**config.mk**
```make
export PLATFORM = sky130hd
export DESIGN_NAME = pin_lock_ctrl_flat
export DESIGN_NICKNAME = d
export VERILOG_FILES = /design/src/rtl/pin_lock_if.sv /design/src/rtl/pin_lock_ctrl.sv /design/src/flat_wrapper.sv
export SDC_FILE = /design/constraint.sdc
export NUM_CORES = 1
export LEC_CHECK = 0
export ABC_CLOCK_PERIOD_IN_PS = 6100
export CORE_MARGIN = 3
export CORE_UTILIZATION = 45
export DETAILED_ROUTE_END_ITERATION = 8
export GPL_ROUTABILITY_DRIVEN = 0
export PLACE_DENSITY_LB_ADDON = 0.12
export SLEW_MARGIN = 20
export SYNTH_ARGS = -nofsm -noshare
export SYNTH_HDL_FRONTEND = slang
export SYNTH_SLANG_ARGS = --single-unit
```
**constraint.sdc**
```tcl
create_clock -name clk -period 6.1 [get_ports clk]
set_input_delay 1.525 -clock clk [delete_from_list [all_inputs] [get_ports clk]]
set_output_delay 1.525 -clock clk [all_outputs]
set_load 0.005 [all_outputs]
```
**src/rtl/pin_lock_if.sv**
```systemverilog
// Handshake bundle between the card/PIN front end (master) and the lock controller (slave).
interface pin_lock_if;
   logic       session_start;
   logic       session_end;
   logic       pin_valid;
   logic       pin_ok;
   logic       time_up;
   logic       start_timer;
   logic       access_grant;
   logic       locked;
   logic       blocked;
   logic [2:0] attempts_left;
   logic [7:0] lock_count;
   logic [2:0] state_o;

   modport master (
      output session_start, session_end, pin_valid, pin_ok, time_up,
      input  start_timer, access_grant, locked, blocked, attempts_left, lock_count, state_o
   );

   modport slave (
      input  session_start, session_end, pin_valid, pin_ok, time_up,
      output start_timer, access_grant, locked, blocked, attempts_left, lock_count, state_o
   );
endinterface

```
**src/rtl/pin_lock_ctrl.sv**
```systemverilog
// PIN entry lockout controller: limits wrong PINs per lockout window and blocks
// permanently after LOCK_LIMIT lockouts. Every output comes straight from a flop.
module pin_lock_ctrl #(
   parameter int MAX_ATTEMPTS = 3,
   parameter int LOCK_LIMIT   = 2
) (
   input  logic       clk,
   input  logic       rst,
   pin_lock_if.slave  bus
);

   localparam logic [2:0] MAX_A = 3'(MAX_ATTEMPTS);
   localparam logic [7:0] LIM   = 8'(LOCK_LIMIT);

   typedef enum logic [2:0] {
      IDLE     = 3'd0,
      ACTIVE   = 3'd1,
      GRANTED  = 3'd2,
      LOCKED   = 3'd3,
      COOLDOWN = 3'd4,
      BLOCKED  = 3'd5
   } state_t;

   state_t     state_q, state_n;
   logic [2:0] att_q, att_n;
   logic [7:0] lcnt_q, lcnt_n;
   logic       grant_q, grant_n;
   logic       timer_q, locked_q, blocked_q;

   function automatic logic [7:0] sat_inc(input logic [7:0] v);
      return (v == 8'hFF) ? v : v + 8'd1;
   endfunction

   always_comb begin
      state_n = state_q;
      att_n   = att_q;
      lcnt_n  = lcnt_q;
      grant_n = 1'b0;
      case (state_q)
         IDLE: if (bus.session_start) state_n = ACTIVE;
         ACTIVE: begin
            // session_end wins so a PIN strobe racing card removal is discarded
            if (bus.session_end) begin
               state_n = IDLE;
            end else if (bus.pin_valid) begin
               if (bus.pin_ok) begin
                  state_n = GRANTED;
                  att_n   = MAX_A;
                  grant_n = 1'b1;
               end else if (att_q > 3'd1) begin
                  att_n = att_q - 3'd1;
               end else begin
                  att_n   = 3'd0;
                  lcnt_n  = sat_inc(lcnt_q);
                  state_n = (lcnt_n == LIM) ? BLOCKED : LOCKED;
               end
            end
         end
         GRANTED:  if (bus.session_end) state_n = IDLE;
         LOCKED:   if (bus.time_up) state_n = COOLDOWN;
         COOLDOWN: begin
            att_n   = MAX_A;
            state_n = IDLE;
         end
         BLOCKED:  state_n = BLOCKED;
         default:  state_n = IDLE;
      endcase
   end

   // Timer/lock flags are registered from the next state so they line up with state_o
   always_ff @(posedge clk or posedge rst) begin
      if (rst) begin
         state_q   <= IDLE;
         att_q     <= MAX_A;
         lcnt_q    <= 8'd0;
         grant_q   <= 1'b0;
         timer_q   <= 1'b0;
         locked_q  <= 1'b0;
         blocked_q <= 1'b0;
      end else begin
         state_q   <= state_n;
         att_q     <= att_n;
         lcnt_q    <= lcnt_n;
         grant_q   <= grant_n;
         timer_q   <= (state_n == LOCKED);
         locked_q  <= (state_n == LOCKED) || (state_n == BLOCKED);
         blocked_q <= (state_n == BLOCKED);
      end
   end

   assign bus.state_o       = state_q;
   assign bus.attempts_left = att_q;
   assign bus.lock_count    = lcnt_q;
   assign bus.access_grant  = grant_q;
   assign bus.start_timer   = timer_q;
   assign bus.locked        = locked_q;
   assign bus.blocked       = blocked_q;

endmodule

```
**src/flat_wrapper.sv**
```systemverilog
// flat-port wrapper written by rule: the top's interface ports become plain ports
module pin_lock_ctrl_flat 
#(
   parameter int MAX_ATTEMPTS = 3,
   parameter int LOCK_LIMIT   = 2
)
  (clk, rst, bus_session_start, bus_session_end, bus_pin_valid, bus_pin_ok, bus_time_up, bus_start_timer, bus_access_grant, bus_locked, bus_blocked, bus_attempts_left, bus_lock_count, bus_state_o);
  pin_lock_if bus_i ();
  input  logic clk;
  input  logic rst;
  input wire logic [$bits(bus_i.session_start)-1:0] bus_session_start;
  input wire logic [$bits(bus_i.session_end)-1:0] bus_session_end;
  input wire logic [$bits(bus_i.pin_valid)-1:0] bus_pin_valid;
  input wire logic [$bits(bus_i.pin_ok)-1:0] bus_pin_ok;
  input wire logic [$bits(bus_i.time_up)-1:0] bus_time_up;
  output wire logic [$bits(bus_i.start_timer)-1:0] bus_start_timer;
  output wire logic [$bits(bus_i.access_grant)-1:0] bus_access_grant;
  output wire logic [$bits(bus_i.locked)-1:0] bus_locked;
  output wire logic [$bits(bus_i.blocked)-1:0] bus_blocked;
  output wire logic [$bits(bus_i.attempts_left)-1:0] bus_attempts_left;
  output wire logic [$bits(bus_i.lock_count)-1:0] bus_lock_count;
  output wire logic [$bits(bus_i.state_o)-1:0] bus_state_o;
  assign bus_i.session_start = bus_session_start;
  assign bus_i.session_end = bus_session_end;
  assign bus_i.pin_valid = bus_pin_valid;
  assign bus_i.pin_ok = bus_pin_ok;
  assign bus_i.time_up = bus_time_up;
  assign bus_start_timer = bus_i.start_timer;
  assign bus_access_grant = bus_i.access_grant;
  assign bus_locked = bus_i.locked;
  assign bus_blocked = bus_i.blocked;
  assign bus_attempts_left = bus_i.attempts_left;
  assign bus_lock_count = bus_i.lock_count;
  assign bus_state_o = bus_i.state_o;
  pin_lock_ctrl #(.MAX_ATTEMPTS(MAX_ATTEMPTS), .LOCK_LIMIT(LOCK_LIMIT)) u_core (.clk(clk), .rst(rst), .bus(bus_i));
endmodule
```
==> Word level (Yosys, flattened, before mapping) <==
Index checks and enable logic that the tools add are counted.
{ "classes": {"div": 0, "muxes": 19, "n_reduce_logical": 5, "bitwise": 3, "shift": 0, "n_addsub": 2, "order_cmp": 1, "mul": 0, "eq_ne": 11} }
{ "ops": {"columns": ["cell", "n"], "rows": [
  ["two-way mux 3 bit", 12],
  ["case mux 3 bit (5 select lines)", 1],
  ["equality test 3 x 2 -> 1 bit (second input constant)", 3],
  ["equality test 3 bit (second input constant)", 3],
  ["adder 8 x 1 -> 8 bit (second input constant)", 1],
  ["equality test 8 x 2 -> 1 bit (second input constant)", 1],
  ["equality test 8 bit (second input constant)", 1],
  ["two-way mux 8 bit", 1],
  ["case mux 3 bit (2 select lines)", 1],
  ["AND reduction 5 bit", 1],
  ["two-way mux 1 bit", 4],
  ["inequality test 2 bit (second input constant)", 2],
  ["equality test 3 x 1 -> 1 bit (second input constant)", 1],
  ["greater-than comparator 3 x 1 -> 1 bit (second input constant)", 1],
  ["logical NOT 3 bit", 1],
  ["NOT 1 bit", 3],
  ["AND reduction 3 bit", 1],
  ["subtractor 3 x 1 -> 3 bit (second input constant)", 1],
  ["nonzero test 2 bit", 1],
  ["logical OR 1 bit", 1]
]} }
{ "word_totals": {"inputBits": 7, "wordCells": 48, "latchBits": 0, "reg_bits": 18, "memories": 0, "mem_bits_ro": 0, "ramBits": 0, "out_inout_bits": 18} }

==> Logic depth before layout (Yosys ltp) <==
{ "logic_depth": {"depth_word": 11, "mapped_depth": 7} }

==> Worst setup path before layout <==
OpenSTA, ideal clock, no wires.
{ "synth_path": {"path_kind": "input-to-reg", "from": "input bus_session_end", "to": "register u_core.lcnt_q[1] (netlist: u_core.bus.lock_count[1])", "path_buffers": 0, "setup_ns": 0.125, "required_ns": 5.975, "t_arrival_ns": 2.792, "path_stages": 4, "path_slack_ns": 3.184, "cell_sequence": "nor4b_4 nor4b_4 o21a_4 mux2_2"} }
{ "synth_between": {"elab_chain_len": 2} }
{ "synth_lines": {"columns": ["item", "line_no", "source"], "rows": [
  ["start: declaration", "flat_wrapper.sv:12", "input wire logic [$bits(bus_i.session_end)-1:0] bus_session_end;"],
  ["NOT 1 bit (no line)", null, null],
  ["AND reduction 5 bit (no line)", null, null],
  ["end signal: assignment", "pin_lock_ctrl.sv:83", "lcnt_q <= lcnt_n;"],
  ["end: declaration", "pin_lock_ctrl.sv:26", "logic [7:0] lcnt_q, lcnt_n;"]
]} }
No other way between the ends.
A chain may end at the register's enable or synchronous reset.

==> Final worst setup path <==
Same ends and word-level chain as after synthesis.

==> results.yml <==
sta:
  fin_ws_ns: 2.85
  finalSetupViolations: 0
  slew_violations: 0
  min_period_ns: 3.25
  final.setup.tns_ns: 0
  hold_violations: 0
  worst_hold_slack_ns: 0.574
  relSlewSlack: 0.554
  fin_worst_skew_ns: 0.00885
  rsz0062_at_grt: "no"
  fmax_mhz: 308
  period_share: 0.532
  tightest_slew_ns: 0.668
clock_network:
  cts.sinks: 18
  clk_pin_slew_ns: 0.10
  cts_buffers: 3
  cts_root_buf: "clkbuf_4"
  ctsHoldBuffers: 0
  htree_levels: 1
  clock_path_buffers: 2
  cts_tree: "done"
  cts_resized: 0
  clock_latency_ns: 0.30
  cts_setup_buffers: 0
yosys:
  synth_edf_count: 0
  ys_ff_latch: 18
  synthTopCellsByArea: "dfrtp_1 39%, dfstp_2 5.1%, nor4b_4 4.7%"
  ys.warnings.count: 0
  synth_top_area_cell: "dfrtp_1"
  syn_area_per_cell_um2: 10.0
  async_flop_share: 1.00
  netlist-cell-type-count: 40
  syn_area_um2: 1020
  netlist.area_leader.share: 0.392
  seq_area_frac_synth: 0.444
  synth_fp_nets: 112
  syn_inst: 102
  synth_ff_type: "dfrtp_1"
finish:
  antenna_cells: 0
  drive_above_1_share: 0.0930
  syn_to_final_growth_pct: 28.9
  final_util: 0.638
  num-nets-final: 140
  layout.cells.non_filler: 156
floorplanning:
  dieHeight_um: 53.6
  dieArea_um2: 2880
  io_pins: 25
  rows: 16
  fp.coreArea_um2: 2060
  initial_core_util: 0.495
  dieWidth_um: 53.6
setup_path:
  required_ns: 6.29
  cpMaxStageDelayCell: "clkdlybuf4s50_1"
  r2r_cells: 6
  start_kind: "input pin"
  rr_endpoint: "u_core.bus.locked"
  crit_top_cell: "nor4b_4"
  path_class: "input pin to register"
  crit_arrival_ns: 3.44
  worstPathCellList: "clkdlybuf4s50_1, nor4b_4, nor4b_4, o21a_4, mux2_2"
  ff2ff_setup_slack_ns: 3.79
  worstSetupEndpointType: "register"
  r2r_start: "u_core.bus.lock_count[0]"
  cp_max_fo: 7
  worst_path_largest_cell_delay_ns: 0.46
hold_path:
  hp-class: "register to register"
  hold_depth: 1
  worstHoldStart: "u_core.bus.lock_count[0]"
  hold_end: "u_core.bus.lock_count[0]"
global_routing:
  grt.overflow.total: 0
  antenna_found_initial: 0
  grt_pass1_wl_mm: 3.47
  grt_use_total: 0.166
  first_global_vias: 770
  grt_start_max_net_pins: 19
detailed_routing:
  dr.pass1.iters: 4
  drc: 0
  wl_per_cell_um: 13.4
  vias: 866
  drtIter0Drc: 9
  wirelength_mm: 2.10
  ant_nets: 0
  vias_per_cell: 5.55
place:
  place_ws_ns: 2.53
  port_buffers: 24
  dpl.hpwl_mm: 1.55
  place_inst: 152
run_status:
  status: "finished clean"
power:
  powerDensity_nw_per_um2: 288
  switching_power_mw: 0.127
  peakVddDrop_mv: 0.261
  leakage_nw: 0.568
  combPwrFrac: 0.376
  internal-power_mw: 0.252
  power.share.clock: 0.162
  sequentialPowerShare: 0.462
  swShare: 0.336
run:
  cap_violations: 0
-- critical path: cells and delay by family --
family / cells / cell delay [ns]
AND/OR/NAND/NOR: 2 / 0.89
buffers and inverters: 1 / 0.46
multiplexers: 1 / 0.33
AO/OA/AOI/OAI: 1 / 0.23
-- synth_stat cells (all sizes together) (2+ instances only) --
cell	instances
mux2	2
nor3	3
nor4b	2
a21oi	4
ha	3
nor2	10
mux2i	2
inv	4
o21a	2
xnor2	3
and4	2
dfrtp	16
and2	2
nand2b	2
nand2	10
dfstp	2
o21ai	7
nand4	3
a31oi	3
nand3	3
-- state kept, by name, indices dropped and copies added, names as in the netlist --
signal                    cells
u_core.bus.locked             1
u_core.bus.attempts_left      3
u_core.bus.access_grant       1
u_core.bus.lock_count         8
u_core.bus.start_timer        1
u_core.bus.state_o            3
u_core.bus.blocked            1
-- worst max path at each step --
stage,start,endpoint,slack [ns]
floorplan,bus_session_end,u_core.bus.lock_count[1],3.18
global placement,bus_session_end,u_core.bus.lock_count[1],2.58
detailed placement,bus_session_end,u_core.bus.lock_count[1],2.53
CTS,bus_session_end,u_core.bus.lock_count[1],2.86
global route,bus_session_end,u_core.bus.lock_count[1],2.77
finish,bus_session_end,u_core.bus.lock_count[1],2.85
-- cells by family (layout without fill, tap and decap cells) --
logic type,after synthesis,count (layout),share of synthesized area
adder cells (fa/ha/maj),3,3,0.0368
buffers and inverters,5,32,0.0196
XOR/XNOR,4,4,0.0343
multiplexers,4,4,0.0417
AO/OA/AOI/OAI,24,24,0.161
flip-flops,18,18,0.444
AND/OR/NAND/NOR,44,44,0.264
-- per-layer routing --
metal | up-vias | track usage | routed length [um]
li1 | 429 | - | -
met1 | 416 | 0.234 | 1010
met2 | 16 | 0.243 | 973
met3 | 5 | 0.0360 | 74
met4 | 0 | 0.0766 | 37
met5 | - | 0 | 0
-- power groups by stage --
stage / registers (mW) / clock network [mW] / logic, mW
final: 0.175 / 0.0614 / 0.143
after global routing: 0.181 / 0.0684 / 0.158
after global placement: 0.177 / 0 / 0.141
after floorplan: 0.174 / 0 / 0.0781
after detailed placement: 0.177 / 0 / 0.143
after CTS: 0.175 / 0.0633 / 0.144
-- metrics by stage --
stage | cell area, um^2 | power (mW)
finish | 1320 | 0.379
global route | 1320 | 0.407
CTS | 1320 | 0.383
detailed placement | 1290 | 0.321
global placement | 1290 | 0.318
floorplan | 1020 | 0.252
-- final cells by class --
class | instances | area [um^2]
multi-input cells | 79 | 548
fillers | 183 | 746
flip-flops and latches | 18 | 453
clock buffers | 4 | 26.3
inverters | 4 | 15.0
well taps | 27 | 33.8
repair buffers | 24 | 240
-- cells in the final DEF, fill, tap and decap left out, drive strengths merged, types with 3 or more instances in the layout --
master         instances
xnor2                  3
o21ai                  7
ha                     3
dfrtp                 16
nand2                 10
a31oi                  3
clkdlybuf4s50         24
nand3                  3
nor2                  10
a21oi                  4
nand4                  3
inv                    4
nor3                   3
clkbuf                 4
(Power assumes the default switching activity.)
